<file path="config.mk">
export PLATFORM = sky130hd
export DESIGN_NAME = bram_sample_streamer
export DESIGN_NICKNAME = d
export VERILOG_FILES = /design/src/rtl/bram_pkg.sv /design/src/rtl/sync_fifo.sv /design/src/rtl/bram_sample_streamer.sv
export SDC_FILE = /design/constraint.sdc
export NUM_CORES = 1
export LEC_CHECK = 0
export BUFFER_PORTS_ARGS = -buffer_cell sky130_fd_sc_hd__buf_2
export CORE_AREA = 2 2 194 196
export CTS_BUF_LIST = sky130_fd_sc_hd__clkbuf_2
export CTS_CLUSTER_SIZE = 20
export DETAILED_ROUTE_END_ITERATION = 8
export DIE_AREA = 0 0 196 198
export GPL_ROUTABILITY_DRIVEN = 0
export GPL_TIMING_DRIVEN = 0
export HOLD_SLACK_MARGIN = 0.06
export PLACE_DENSITY = 0.62
export SYNTH_ARGS = -nofsm -noshare
export SYNTH_HDL_FRONTEND = slang
export SYNTH_HIERARCHICAL = 1
export SYNTH_SLANG_ARGS = --single-unit
export TNS_END_PERCENT = 100
</file>
<file path="constraint.sdc">
create_clock -name clk -period 7.1 [get_ports clk]
set_input_delay 0.71 -clock clk [delete_from_list [all_inputs] [get_ports clk]]
set_output_delay 0.71 -clock clk [all_outputs]
set_load 0.005 [all_outputs]
</file>
<file path="src/rtl/bram_pkg.sv">
// bram_pkg: shared types and widths for the BRAM sample streamer
package bram_pkg;
    typedef enum logic [1:0] {IDLE, RUN, DRAIN} stream_state_t;
    localparam int BRAM_WORD_W        = 32;
    localparam int BRAM_WE_W          = 4;
    localparam int DEFAULT_BRAM_DELAY = 2;
endpackage

</file>
<file path="src/rtl/sync_fifo.sv">
// sync_fifo: single-clock FIFO with occupancy count, power-of-2 depth
module sync_fifo #(
    parameter int WIDTH = 33,
    parameter int DEPTH = 8
) (
    input  logic                     clk,
    input  logic                     rst,
    input  logic                     wr_en,
    input  logic [WIDTH-1:0]         wr_data,
    input  logic                     rd_en,
    output logic [WIDTH-1:0]         rd_data,
    output logic                     empty,
    output logic [$clog2(DEPTH):0]   count
);
    localparam int AW = $clog2(DEPTH);

    logic [WIDTH-1:0] mem_q [DEPTH];
    logic [AW-1:0]    wr_ptr_q, wr_ptr_d, rd_ptr_q, rd_ptr_d;
    logic [AW:0]      count_q, count_d;
    logic             full, do_wr, do_rd;

    assign empty   = count_q == '0;
    assign full    = count_q == (AW+1)'(DEPTH);
    assign count   = count_q;
    assign rd_data = mem_q[rd_ptr_q];

    // pointer and occupancy updates; a write into a full FIFO is allowed only alongside a read
    always_comb begin
        do_rd    = rd_en && !empty;
        do_wr    = wr_en && (!full || do_rd);
        wr_ptr_d = do_wr ? wr_ptr_q + AW'(1) : wr_ptr_q;
        rd_ptr_d = do_rd ? rd_ptr_q + AW'(1) : rd_ptr_q;
        count_d  = count_q + (AW+1)'(do_wr) - (AW+1)'(do_rd);
    end

    // control state registers
    always_ff @(posedge clk or posedge rst) begin
        if (rst) begin
            wr_ptr_q <= '0;
            rd_ptr_q <= '0;
            count_q  <= '0;
        end else begin
            wr_ptr_q <= wr_ptr_d;
            rd_ptr_q <= rd_ptr_d;
            count_q  <= count_d;
        end
    end

    // storage needs no reset; empty gates everything read out of it
    always_ff @(posedge clk) begin
        if (do_wr) mem_q[wr_ptr_q] <= wr_data;
    end
endmodule

</file>
<file path="src/rtl/bram_sample_streamer.sv">
// bram_sample_streamer: streams a BRAM sample buffer onto an AXI-Stream master with credit flow control
module bram_sample_streamer
    import bram_pkg::*;
#(
    parameter logic [31:0] BASE_ADDR      = 32'd0,
    parameter int          NUM_WORDS      = 256,
    parameter int          BRAM_DELAY     = DEFAULT_BRAM_DELAY,
    parameter logic [31:0] ADDR_INCREMENT = 32'd1,
    parameter int          FIFO_DEPTH     = 8
) (
    input  logic                   clk,
    input  logic                   rst,
    input  logic                   enable,
    input  logic                   loop_en,
    output logic [BRAM_WORD_W-1:0] BRAM_addr,
    output logic                   BRAM_clk,
    output logic [BRAM_WORD_W-1:0] BRAM_din,
    input  logic [BRAM_WORD_W-1:0] BRAM_dout,
    output logic                   BRAM_en,
    output logic                   BRAM_rst,
    output logic [BRAM_WE_W-1:0]   BRAM_we,
    output logic [BRAM_WORD_W-1:0] m_tdata,
    output logic                   m_tvalid,
    input  logic                   m_tready,
    output logic                   m_tlast,
    output logic                   busy,
    output logic [15:0]            underrun_cnt
);
    localparam int CW = $clog2(FIFO_DEPTH) + 1;
    localparam int IW = (NUM_WORDS > 1) ? $clog2(NUM_WORDS) : 1;

    stream_state_t          state_q, state_d;
    logic [31:0]            addr_q, addr_d;
    logic [IW-1:0]          idx_q, idx_d;
    logic [BRAM_DELAY-1:0]  pv_q, pv_d, pl_q, pl_d;
    logic [15:0]            underrun_q, underrun_d;
    logic                   bram_rst_q;
    logic [CW-1:0]          fifo_count, inflight;
    logic [CW:0]            used;
    logic                   fifo_empty, credit_ok, last_word, issue, pop;
    logic [BRAM_WORD_W:0]   fifo_rd_data;

    assign BRAM_clk     = clk;
    assign BRAM_din     = '0;
    assign BRAM_we      = '0;
    assign BRAM_addr    = addr_q;
    assign BRAM_en      = issue;
    assign BRAM_rst     = bram_rst_q;
    assign m_tvalid     = !fifo_empty;
    assign m_tdata      = fifo_empty ? '0 : fifo_rd_data[BRAM_WORD_W-1:0];
    assign m_tlast      = !fifo_empty && fifo_rd_data[BRAM_WORD_W];
    assign busy         = state_q != IDLE;
    assign underrun_cnt = underrun_q;
    assign pop          = m_tvalid && m_tready;

    // a read may issue only if its word is guaranteed a FIFO slot when it lands
    always_comb begin
        inflight = '0;
        for (int i = 0; i < BRAM_DELAY; i++) inflight = inflight + CW'(pv_q[i]);
        used      = {1'b0, fifo_count} + {1'b0, inflight};
        credit_ok = used < (CW+1)'(FIFO_DEPTH);
        last_word = idx_q == IW'(NUM_WORDS - 1);
    end

    // stream FSM with address/index counters and read issue
    always_comb begin
        state_d = state_q;
        addr_d  = addr_q;
        idx_d   = idx_q;
        issue   = 1'b0;
        case (state_q)
            IDLE: begin
                if (enable) begin
                    state_d = RUN;
                    addr_d  = BASE_ADDR;
                    idx_d   = '0;
                end
            end
            RUN: begin
                if (!enable) begin
                    state_d = DRAIN;
                end else if (credit_ok) begin
                    issue   = 1'b1;
                    addr_d  = last_word ? BASE_ADDR : addr_q + ADDR_INCREMENT;
                    idx_d   = last_word ? '0 : idx_q + IW'(1);
                    state_d = (last_word && !loop_en) ? DRAIN : RUN;
                end
            end
            default: begin
                if (pv_q == '0 && fifo_empty) state_d = IDLE;
            end
        endcase
    end

    // read-latency tracking pipe and saturating underrun counter
    always_comb begin
        pv_d       = (pv_q << 1) | BRAM_DELAY'(issue);
        pl_d       = (pl_q << 1) | BRAM_DELAY'(issue && last_word);
        underrun_d = (state_q == RUN && m_tready && fifo_empty && underrun_q != 16'hFFFF) ? underrun_q + 16'd1 : underrun_q;
    end

    // state registers; BRAM_rst follows reset and drops on the first edge after release
    always_ff @(posedge clk or posedge rst) begin
        if (rst) begin
            state_q    <= IDLE;
            addr_q     <= BASE_ADDR;
            idx_q      <= '0;
            pv_q       <= '0;
            pl_q       <= '0;
            underrun_q <= '0;
            bram_rst_q <= 1'b1;
        end else begin
            state_q    <= state_d;
            addr_q     <= addr_d;
            idx_q      <= idx_d;
            pv_q       <= pv_d;
            pl_q       <= pl_d;
            underrun_q <= underrun_d;
            bram_rst_q <= 1'b0;
        end
    end

    sync_fifo #(
        .WIDTH (BRAM_WORD_W + 1),
        .DEPTH (FIFO_DEPTH)
    ) u_fifo (
        .clk     (clk),
        .rst     (rst),
        .wr_en   (pv_q[BRAM_DELAY-1]),
        .wr_data ({pl_q[BRAM_DELAY-1], BRAM_dout}),
        .rd_en   (pop),
        .rd_data (fifo_rd_data),
        .empty   (fifo_empty),
        .count   (fifo_count)
    );
endmodule
</file>
Word-level counts from Yosys, hierarchy flattened
Memory sizes are Yosys's and may differ from the RTL's.
Cells that the tools add are included.
{ "op_classes": {"addsub": 9, "magnitude_cmp": 1, "eq_ne": 8, "mux": 22, "bitwise_logic": 2, "n_reduce_logical": 22} }
{ "ops": {"columns": ["operator", "count"], "rows": [
  ["two-way mux 32 bit", 5],
  ["one-hot mux 32 bit (2 select lines)", 1],
  ["adder 32 x 1 -> 32 bit, second input constant", 1],
  ["two-way mux 8 bit", 4],
  ["adder 16 x 1 -> 16 bit, second input constant", 1],
  ["!= test 16 bit, second input constant", 1],
  ["one-hot mux 8 bit (2 select lines)", 1],
  ["logical AND 1 bit", 10],
  ["two-way mux 2 bit", 5],
  ["adder 8 x 1 -> 8 bit, second input constant", 1],
  ["equality test 8 bit, second input constant", 1],
  ["adder 3 x 1 -> 3 bit, second input constant", 2],
  ["!= test 2 bit, second input constant", 3],
  ["adder 4 x 2 -> 5 bit", 1],
  ["< comparator 5 x 4 -> 1 bit, second input constant", 1],
  ["two-way mux 1 bit", 5],
  ["adder 4 x 1 -> 4 bit", 1],
  ["equality test 4 bit, second input constant", 1],
  ["zero test 2 bit", 2],
  ["zero test 4 bit", 1],
  ["bitwise OR 2 x 1 -> 2 bit", 2],
  ["one-hot mux 2 bit (2 select lines)", 1],
  ["AND reduction 4 bit", 1],
  ["nonzero test 2 bit", 2],
  ["8 further kinds", 10]
]} }
{ "totals": {"reg_bits": 73, "ramBits": 264, "input_bits": 37, "out_inout_bits": 122, "word_cells": 75, "mem_count": 1} }
{ "mem_list": {"columns": ["memory", "words", "word_bits", "rd", "rd_ports_with_merged_regs", "write_ports", "line_no", "rtl"], "rows": [
  ["u_fifo.mem_q", 8, 33, 1, 0, 1, "sync_fifo.sv:17", "logic [WIDTH-1:0] mem_q [DEPTH];"]
]} }

Logic depth before layout (Yosys ltp)
{ "logic_depth": {"word_depth": 8, "mapped_depth": 10, "ltp_nobuf": 10} }

Modules after synthesis
Netlist, hierarchy kept.
{ "by_module_without_submodules": {"columns": ["module", "instances", "cells_each", "area_each_um2"], "rows": [
  ["sync_fifo", 1, 442, 10740.3],
  ["bram_sample_streamer", 1, 410, 3767.4]
]} }

==> metrics.yaml <==
global_route:
  grt_pass1_wl_mm: 48.4
  grt_pass1_vias: 8773
  grt_overflow: 0
  antenna_found_initial: 2
  grt_max_degree: 64
  grt_usage_pct: 16.5
critical_path:
  end_kind: "output pin"
  crit_cells: 4
  worstPathRequired_ns: 6.39
  path_max_fanout: 4
  reg2regPathDepth: 10
  r2r_slack_ns: 3.88
  cp.buffers_inverters: 4
  crit_family: "buffers and inverters"
  start_kind: "clock port"
  cp_common_cell: "clkbuf_2"
  cp_cell_sequence: "clkbuf_2, clkbuf_2, buf_4, buf_2"
  max_stage_delay_ns: 0.11
  crit_type: "clk -> out"
  critPathSlowestCell: "buf_4"
  arrival_ns: 3.95
worst_hold_path:
  min_path_type: "in -> reg"
  holdPathStages: 5
timing:
  setup_violations: 0
  timing.final.ws_setup_ns: 2.44
  rsz0062_at_grt: "false"
  worstMarginPinSlew_ns: 1.04
  fin_skew_ns: 0.0749
  holdWs_ns: 0.225
  hold_viol: 0
  drv_slew: 0
  worst_slew_margin_rel_pct: 30.4
placed_design:
  io_buffers: 122
  hpwl_mm: 20.7
  post-place-ws_ns: 2.63
routing:
  drt_iter0_drc: 563
  drt_first_pass_iters: 4
  via_per_inst: 5.02
  num_vias: 8596
  wl_per_cell_um: 18.2
  drc: 0
  wl_mm: 31.2
  ant_nets: 0
yosys:
  yosys.area.top_type: "edfxtp_1"
  syn_avg_cell_area_sq_um: 17.0
  ys_async_sr_fraction_pct: 21.7
  synth-edff-count: 264
  ys_seq_area_share_pct: 67.2
  synth_area_leaders: "edfxtp_1 (55%), dfrtp_1 (12%), mux4_2 (7.3%), mux4_1 (3.4%), mux2_4 (3.0%)"
  synth_flop_cell: "edfxtp_1"
  syn_area_sq_um: 14500
  synth_cells: 852
  synth_cell_types: 69
  ys_ff_latch: 337
  yosysWarnings: 6
  synth.top_cell.area_share_pct: 54.6
flow_run:
  maxCapViolCount: 0
die:
  die_area_sq_um: 38800
  rows: 71
  die_h_um: 198
  core_area_sq_um: 37000
  die_w_um: 196
  initial_utilization_pct: 39.3
  ioPinCount: 159
clock_tree:
  tritoncts: "done"
  cts_resized: 0
  clkLatencyLatePin_ns: 1.06
  clk_pin_slew_ns: 0.10
cells_and_area:
  drive_gt1_share_pct: 37.1
  layout_commonest_cell: "edfxtp_1"
  fin_nets: 1222
  fill_cells: 3310
  layout_common_cells: "edfxtp_1 (264), buf_2 (134), clkbuf_2 (124)"
  area_growth_pct: 20.6
outcome:
  outcome: "complete, no violations"
power:
  leakagePower_nw: 6.88
  powerDensity_nw_per_um2: 309
  peakVddDrop_mv: 0.150
## repair_timing
item                                   CTS  global route
hold buffers                            35             0
endpoints found under the hold margin  334             0
buffers inserted                         0             0
## synthesized netlist by cell type (4+ instances only)
cell type	number
a21o_1	4
nand2b_1	9
xnor2_1	20
mux2_2	9
mux4_2	47
ha_1	11
a22o_1	6
o31ai_1	7
clkbuf_1	12
buf_4	37
edfxtp_1	264
nor4_1	5
and3_1	10
dfrtp_1	72
buf_12	4
buf_2	12
o21ai_0	37
nand2_1	37
nor2_1	19
mux2_4	29
nor2b_1	37
nand4_1	18
a21oi_1	10
nor3_1	8
a31oi_1	4
mux4_1	19
nand3_1	29
inv_1	11
or3_1	8
## final timing paths
| check | end | from |
|---|---|---|
| min in group asynchronous | u_fifo/wr_ptr_q[2] | rst |
| hold reg to reg | pl_q[1] | pl_q[0] |
| setup reg to reg | u_fifo/mem_q[7][0] | u_fifo/count[3] |
| hold / removal | u_fifo/rd_ptr_q[2] | m_tready |
| setup / recovery | BRAM_clk | clk |
| max in group asynchronous | underrun_cnt[11] | rst |
## report_power, final
group | internal, mW | total (mW) | leakage, nW | switching [mW]
Combinational | 0.940 | 1.72 | 2.88 | 0.780
Sequential | 2.21 | 2.28 | 3.37 | 0.0751
Clock | 0.600 | 1.40 | 0.629 | 0.795
## tightest hold or removal path, cell delays in order
cell,delay [ns]
buf_2,0.11
nor2b_1,0.17
nand2_1,0.08
nor2_1,0.04
xor2_1,0.11
## metrics by stage
step | cells | instance area, sq um | utilization, % | TNS, ns | total power, mW
6_report | 1714 | 17500 | 47.3 | 0 | 5.40
4_1_cts | 1710 | 17500 | 47.3 | 0 | 5.51
2_1_floorplan | 888 | 14600 | - | 0 | 3.54
3_5_place_dp | 1518 | 16300 | 44.1 | 0 | 4.08
3_3_place_gp | 1484 | 15800 | 42.9 | -113.01 | 4.05
5_1_grt | 1713 | 17500 | 47.3 | 0 | 5.74
## logic make-up after synthesis
family                   count (synthesis)  synth area share [%]
AND/OR/NAND/NOR                        205                  8.08
AO/OA/AOI/OAI                           86                  3.78
buffers and inverters                   81                  3.73
XOR/XNOR                                22                  1.33
multiplexers                           108                  14.7
other                                    1                0.0258
flip-flops                             337                  67.2
adder cells (fa/ha/maj)                 12                  1.09
## flip-flops by register name, summed over array words and instances, names as in the netlist
register and cells:
u_fifo/count 4, BRAM_rst 1, u_fifo/rd_ptr_q 3, idx_q 8
state_q 2, underrun_cnt 16, u_fifo/wr_ptr_q 3, BRAM_addr 32
pv_q 2, pl_q 2, u_fifo/mem_q 264
## routing by layer
layer  GRT usage, %  vias to the layer above  part of all wire [%]
li1               -                     3993                     -
met1           21.3                     4284                    43
met2           26.3                      273                    49
met3           4.36                       46                   6.3
met4           7.13                        0                   1.9
met5              0                        -                     0
## cell type report
| class | instances | area [sq um] | share of cell area (%) |
|---|---|---|---|
| Tap cell | 474 | 593 | 3.39 |
| Timing Repair Buffer | 190 | 1340 | 7.68 |
| Sequential cell | 337 | 9760 | 55.8 |
| Clock buffer | 125 | 626 | 3.58 |
| Multi-Input combinational cell | 470 | 4390 | 25.1 |
| Inverter | 11 | 43.8 | 0.250 |
| Clock inverter | 33 | 226 | 1.29 |
| Antenna cell | 4 | 10.0 | 0.0572 |
| Buffer | 70 | 500 | 2.86 |
Note: power is estimated with default switching activity, not from simulation.
